$ cat config.mk
export PLATFORM = sky130hd
export DESIGN_NAME = lsu
export DESIGN_NICKNAME = d
export VERILOG_FILES = /design/src/rtl/decoder_pkg.sv /design/src/rtl/lsu_load_align.sv /design/src/rtl/lsu.sv
export SDC_FILE = /design/constraint.sdc
export NUM_CORES = 1
export LEC_CHECK = 0
export CORE_MARGIN = 1.5
export CORE_UTILIZATION = 34
export CTS_BUF_LIST = sky130_fd_sc_hd__clkbuf_8
export CTS_CLUSTER_DIAMETER = 30
export CTS_CLUSTER_SIZE = 8
export DETAILED_ROUTE_END_ITERATION = 10
export PLACE_DENSITY = 0.89
export SETUP_SLACK_MARGIN = 0.5
export SLEW_MARGIN = 10
export SYNTH_ARGS = -nofsm -noshare
export SYNTH_HDL_FRONTEND = slang
export SYNTH_HIERARCHICAL = 1
export SYNTH_SLANG_ARGS = --single-unit
$ cat constraint.sdc
create_clock -name clk_i -period 4.65 [get_ports clk_i]
set_clock_uncertainty 0.15 [all_clocks]
set_input_delay 1.1625 -clock clk_i [delete_from_list [all_inputs] [get_ports clk_i]]
set_output_delay 1.1625 -clock clk_i [all_outputs]
set_load 0.005 [all_outputs]
$ cat src/rtl/decoder_pkg.sv
// Shared decode definitions for the load/store path.
//   LDST_*       : funct3 size codes seen on core_size_i.
//   ldst_size_e  : access width class, after folding signedness and illegal codes.
//   size_of()    : maps a funct3 size code to its width class.
//                  Illegal codes (3, 6, 7) are treated as a word.
//   is_unsigned(): 1 for the zero-extending load codes.
package decoder_pkg;

  localparam logic [2:0] LDST_B  = 3'd0;
  localparam logic [2:0] LDST_H  = 3'd1;
  localparam logic [2:0] LDST_W  = 3'd2;
  localparam logic [2:0] LDST_BU = 3'd4;
  localparam logic [2:0] LDST_HU = 3'd5;

  typedef enum logic [1:0] {
    SIZE_BYTE,
    SIZE_HALF,
    SIZE_WORD
  } ldst_size_e;

  function automatic ldst_size_e size_of(input logic [2:0] code);
    case (code)
      LDST_B, LDST_BU: return SIZE_BYTE;
      LDST_H, LDST_HU: return SIZE_HALF;
      default:         return SIZE_WORD;
    endcase
  endfunction

  function automatic logic is_unsigned(input logic [2:0] code);
    return (code == LDST_BU) || (code == LDST_HU);
  endfunction

endpackage

$ cat src/rtl/lsu_load_align.sv
// Load data formatter (purely combinational).
//   rd   in  32  raw word returned by data_mem
//   size in  3   funct3 size code of the load
//   off  in  2   byte offset of the load within the word
//   data out 32  selected byte/half, sign- or zero-extended; words pass through
module lsu_load_align
  import decoder_pkg::*;
(
  input  logic [31:0] rd,
  input  logic [2:0]  size,
  input  logic [1:0]  off,
  output logic [31:0] data
);

  logic [7:0]  byte_v;
  logic [15:0] half_v;
  logic        zext;

  assign byte_v = rd[{off, 3'b000} +: 8];
  assign half_v = rd[{off[1], 4'b0000} +: 16];
  assign zext   = is_unsigned(size);

  // NOTE: data gets a default before the case so no path can leave it
  // unassigned; a missing default here would infer a latch.
  always_comb begin
    data = rd;
    case (size_of(size))
      SIZE_BYTE: data = zext ? {24'h0, byte_v} : {{24{byte_v[7]}}, byte_v};
      SIZE_HALF: data = zext ? {16'h0, half_v} : {{16{half_v[15]}}, half_v};
      default:   data = rd;
    endcase
  end

endmodule

$ cat src/rtl/lsu.sv
// Load/store unit between the core datapath and data_mem.
//   clk_i, rst_i        clock; asynchronous active-high reset
//   core_req_i/we_i     core load/store request (held while core_stall_o=1)
//   core_size_i         funct3 size code; core_addr_i byte address; core_wd_i store data
//   core_rd_o           aligned, extended load data (valid on the completing cycle)
//   core_stall_o        core must hold its request
//   core_misaligned_o   request is misaligned and is not issued
//   core_fault_o        one-cycle pulse when the memory never became ready
//   mem_*_o             word-aligned request to data_mem with byte enables and
//                       lane-replicated write data
//   mem_rd_i            read data, valid one cycle after the request
//   mem_ready_i         data_mem ready
// TIMEOUT_CYCLES: BUSY cycles with mem_ready_i low before a fault (0 = never).
module lsu
  import decoder_pkg::*;
#(
  parameter int unsigned TIMEOUT_CYCLES = 16
) (
  input  logic        clk_i,
  input  logic        rst_i,
  input  logic        core_req_i,
  input  logic        core_we_i,
  input  logic [2:0]  core_size_i,
  input  logic [31:0] core_addr_i,
  input  logic [31:0] core_wd_i,
  output logic [31:0] core_rd_o,
  output logic        core_stall_o,
  output logic        core_misaligned_o,
  output logic        core_fault_o,
  output logic        mem_req_o,
  output logic        mem_we_o,
  output logic [3:0]  mem_be_o,
  output logic [31:0] mem_addr_o,
  output logic [31:0] mem_wd_o,
  input  logic [31:0] mem_rd_i,
  input  logic        mem_ready_i
);

  typedef enum logic {IDLE, BUSY} lsu_state_t;

  localparam int unsigned CNT_W = (TIMEOUT_CYCLES > 1) ? $clog2(TIMEOUT_CYCLES) : 1;
  localparam logic [CNT_W-1:0] CNT_LAST =
    CNT_W'((TIMEOUT_CYCLES == 0) ? 0 : TIMEOUT_CYCLES - 1);
  localparam logic TIMEOUT_EN = (TIMEOUT_CYCLES != 0);

  lsu_state_t       state_q, state_d;
  logic [CNT_W-1:0] cnt_q, cnt_d;
  logic [2:0]       size_q;
  logic [1:0]       off_q;

  ldst_size_e  cls;
  logic [1:0]  off;
  logic        misaligned;
  logic        capture;
  logic        issue;
  logic        stall;
  logic        fault;
  logic        rd_valid;
  logic [3:0]  be;
  logic [31:0] wd_rep;
  logic [31:0] rd_aligned;

  assign cls = size_of(core_size_i);
  assign off = core_addr_i[1:0];

  assign misaligned = core_req_i &&
                      (((cls == SIZE_HALF) && off[0]) ||
                       ((cls == SIZE_WORD) && (off != 2'b00)));

  always_comb begin
    be     = 4'b1111;
    wd_rep = core_wd_i;
    case (cls)
      SIZE_BYTE: begin
        be     = 4'b0001 << off;
        wd_rep = {4{core_wd_i[7:0]}};
      end
      SIZE_HALF: begin
        be     = 4'b0011 << off;
        wd_rep = {2{core_wd_i[15:0]}};
      end
      default: ;
    endcase
  end

  always_comb begin
    state_d  = state_q;
    cnt_d    = cnt_q;
    capture  = 1'b0;
    issue    = 1'b0;
    stall    = 1'b0;
    fault    = 1'b0;
    rd_valid = 1'b0;
    case (state_q)
      IDLE: begin
        cnt_d = '0;
        if (core_req_i && !misaligned) begin
          issue   = 1'b1;
          stall   = 1'b1;
          capture = 1'b1;
          state_d = BUSY;
        end
      end
      BUSY: begin
        // Re-issuing while waiting is harmless: the core holds address and data.
        issue = core_req_i;
        if (mem_ready_i) begin
          rd_valid = 1'b1;
          state_d  = IDLE;
          cnt_d    = '0;
        end else if (TIMEOUT_EN && (cnt_q == CNT_LAST)) begin
          fault   = 1'b1;
          state_d = IDLE;
          cnt_d   = '0;
        end else begin
          stall = 1'b1;
          cnt_d = cnt_q + CNT_W'(1);
        end
      end
      default: state_d = IDLE;
    endcase
  end

  // NOTE: every register here is non-blocking so all of them update from the
  // same pre-edge values, matching what the combinational block computed.
  always_ff @(posedge clk_i or posedge rst_i) begin
    if (rst_i) begin
      state_q <= IDLE;
      cnt_q   <= '0;
      size_q  <= '0;
      off_q   <= '0;
    end else begin
      state_q <= state_d;
      cnt_q   <= cnt_d;
      if (capture) begin
        size_q <= core_size_i;
        off_q  <= off;
      end
    end
  end

  // Formatting uses the size/offset captured at issue, not the live request.
  lsu_load_align u_align (
    .rd   (mem_rd_i),
    .size (size_q),
    .off  (off_q),
    .data (rd_aligned)
  );

  assign mem_req_o  = issue;
  assign mem_we_o   = issue & core_we_i;
  assign mem_be_o   = issue ? be : 4'b0000;
  assign mem_addr_o = issue ? {core_addr_i[31:2], 2'b00} : 32'h0;
  assign mem_wd_o   = issue ? wd_rep : 32'h0;

  assign core_misaligned_o = misaligned;
  assign core_stall_o      = stall & core_req_i;
  assign core_fault_o      = fault & core_req_i;
  assign core_rd_o         = (rd_valid && core_req_i && !core_we_i) ? rd_aligned : 32'h0;

endmodule

==> impl_metrics.json <==
{
  "nNetsFinal": 638,
  "clockPowerShare_pct": 11.4,
  "busiest_layer": "met2",
  "grt_use_met2_pct": 50.4,
  "syn-mean-instance-area_um2": 6.68,
  "pre_cts_ws_ps": 150,
  "io_buffers": 206,
  "overflow": 0,
  "p_per_area_mw_per_mm2": 168,
  "wl_mm": 10.7,
  "final_cells": 608,
  "layout_min_cycle_time_ps": 4260,
  "cts_buffer_depth": 2,
  "htree_levels": 1,
  "path_clk_slew_ps": 40,
  "rsz0062_at_grt": "true",
  "path_max_fanout": 2,
  "numCtsBuffers": 3,
  "crit_arrival_ps": 2950,
  "fin_tns_setup_ps": 0,
  "final_core_util_pct": 70.9,
  "setup_ws_ps": 388,
  "first_pass_iters": 6,
  "antenna_found_initial": 0,
  "place_inst": 595,
  "setup_viol": 0,
  "fillers": 501,
  "swShare_pct": 40.0,
  "grt_max_degree": 41,
  "track_usage_pct": 27.3,
  "power_frac_seq_pct": 18.2,
  "final_common_cell": "clkdlybuf4s50_1",
  "worstSetupPathType": "in -> out",
  "io_pins": 209,
  "grt_first_pass_wirelength_mm": 15.6,
  "max_slew_margin_pct": 40.0,
  "maxCapViolations": 0,
  "layout_common_cells": "clkdlybuf4s50_1 (179), and3_1 (39), and2_1 (34), nor2_1 (33), nand2_1 (28)",
  "fin_crit_sh_pct": 91.7,
  "maxSlewViolCount": 0,
  "start_util_pct": 35.3,
  "die_area_mm2": 0.00709,
  "n_antenna_cell": 0,
  "pwr-share-comb_pct": 70.4,
  "fp.dieH_um": 84.2,
  "yosysSeqAreaShare_pct": 11.2,
  "drtIter0Drc": 205,
  "rows": 29,
  "cellInternalPower_uw": 453,
  "die_w_um": 84.2,
  "drt-wirelength-per-cell_um": 17.7,
  "start_kind": "primary input",
  "vdd_drop_max_mv": 0.116,
  "drc_errors": 0,
  "grt_pass1_vias": 3145,
  "routed-via-count": 3373,
  "use_met1_pct": 29.8,
  "clk_latency_ps": 230,
  "syn_to_final_growth_pct": 101,
  "holdCritPathClass": "reg -> reg",
  "yosys-top-cells-area": "dfrtp_1 (11%), and3_1 (11%), and2_1 (9.8%)",
  "viasPerCell": 5.55,
  "worstMarginPinSlew_ps": 900,
  "yosysTopAreaCell": "dfrtp_1",
  "gp_congestion": 0.931,
  "synth_area_mm2": 0.00224,
  "syn_inst": 336,
  "critPathCaptureType": "output pin",
  "drive_gt1_share_pct": 9.60,
  "crit_required_ps": 3340,
  "yosysWarnings": 6,
  "clock-sinks": 10,
  "core_mm2": 0.00635,
  "grtUsageMet3_pct": 6.10,
  "ys_ff_latch": 10,
  "synth_top_area_share_pct": 11.2,
  "p_leak_uw": 0.00218,
  "dp_hpwl_mm": 8.43,
  "switching_power_uw": 301,
  "max_freq_ghz": 0.235,
  "synth_cell_types": 42,
  "drtAntennaViolNets": 0,
  "cts-root-buf": "clkbuf_8",
  "status": "complete, no violations",
  "finalHoldViolCount": 0,
  "cts_tree": "yes"
}
-- routing by layer --
metal,share of wire [%],wire [um],vias to the layer above
met3,10,1100,28
met4,3.3,356,0
met5,0,0,-
li1,-,-,1572
met2,51,5430,236
met1,36,3850,1537
-- through the flow --
step	power [uW]	instance area, um^2	hold slack, ps
CTS	725	4370	339
detailed placement	635	4300	331
global placement	624	4300	305
floorplan	394	2250	282
finish	754	4500	332
global route	799	4500	357
-- power groups by stage --
stage	Sequential [uW]	Combinational (uW)	Clock (uW)
4_1_cts	134	505	86.2
3_5_place_dp	133	502	0
5_1_grt	140	567	92.1
6_report	137	531	86.0
3_3_place_gp	131	493	0
2_1_floorplan	106	287	0
-- cell usage after synthesis --
library cell   n
o21ai_1        2
nor2b_1       12
a22o_1         1
clkinv_1       1
mux2_4         1
a22oi_1        1
dfrtp_1       10
mux2_1         1
inv_1         14
o21ai_2        1
a21o_1         8
buf_4          9
or2_2          1
nand3_1        4
clkbuf_1      15
xor2_1         2
or2_0          1
mux4_2         1
a31oi_4        1
o21ai_0       24
o21bai_1       2
a221o_1        8
conb_1         1
a211oi_1       8
and2_1        35
nor3_2         1
mux2i_1       18
and3_1        39
buf_2          5
buf_6          4
ha_1           1
nand2_1       29
a222oi_1       8
a31oi_1        5
buf_1          2
nand2_2        1
a21bo_2        1
inv_2          1
nor2_1        33
a21oi_1       22
a21boi_0       1
nor3b_4        1
-- sequential cells by signal, summed over array words and instances, names as in the netlist --
| register | cells |
|---|---|
| cnt_q | 4 |
| off_q | 2 |
| size_q | 3 |
| state_q | 1 |
-- repair_timing --
item | in CTS | in global routing
setup endpoints to repair | 99 | 63
pin swaps | 5 | 5
hold buffers | 0 | 0
cloned | 0 | 3
gates resized for setup | 28 | 31
buffers inserted | 3 | 4
-- worst max-delay path, cell delays in order --
cell	delay (ps)
clkdlybuf4s50_1	500
nor2b_1	230
a21oi_1	70
a222oi_1	290
and2_1	180
clkdlybuf4s50_1	510
-- kinds of logic after synthesis --
| logic type | count (synthesis) | share of synthesized area [%] |
|---|---|---|
| AO/OA/AOI/OAI | 93 | 28.1 |
| XOR/XNOR | 2 | 0.781 |
| adder cells (fa/ha/maj) | 1 | 0.558 |
| buffers and inverters | 51 | 11.7 |
| flip-flops | 10 | 11.2 |
| multiplexers | 21 | 10.2 |
| other | 1 | 0.167 |
| AND/OR/NAND/NOR | 157 | 37.4 |
-- final timing paths --
| check | from | end | slack [ps] | cells past startpoint |
|---|---|---|---|---|
| max | mem_rd_i[13] | core_rd_o[5] | 390 | 6 |
| min | size_q[2] | size_q[2] | 330 | 1 |
| max in group asynchronous | rst_i | size_q[1] | 3010 | 2 |
| min in group asynchronous | rst_i | cnt_q[1] | 1070 | 2 |
| max reg2reg | size_q[1] | size_q[1] | 3140 | 3 |
| min reg2reg | size_q[2] | size_q[2] | 330 | 1 |
-- cell type report --
type / instances / area [um^2] / area share [%]
flip-flops and latches: 10 / 250 / 5.56
repair buffers: 226 / 2240 / 49.8
inverters: 16 / 61.3 / 1.36
clock buffers: 3 / 41.3 / 0.918
well taps: 77 / 96.3 / 2.14
multi-input cells: 276 / 1810 / 40.2
Note: power is estimated with default switching activity, not from simulation.
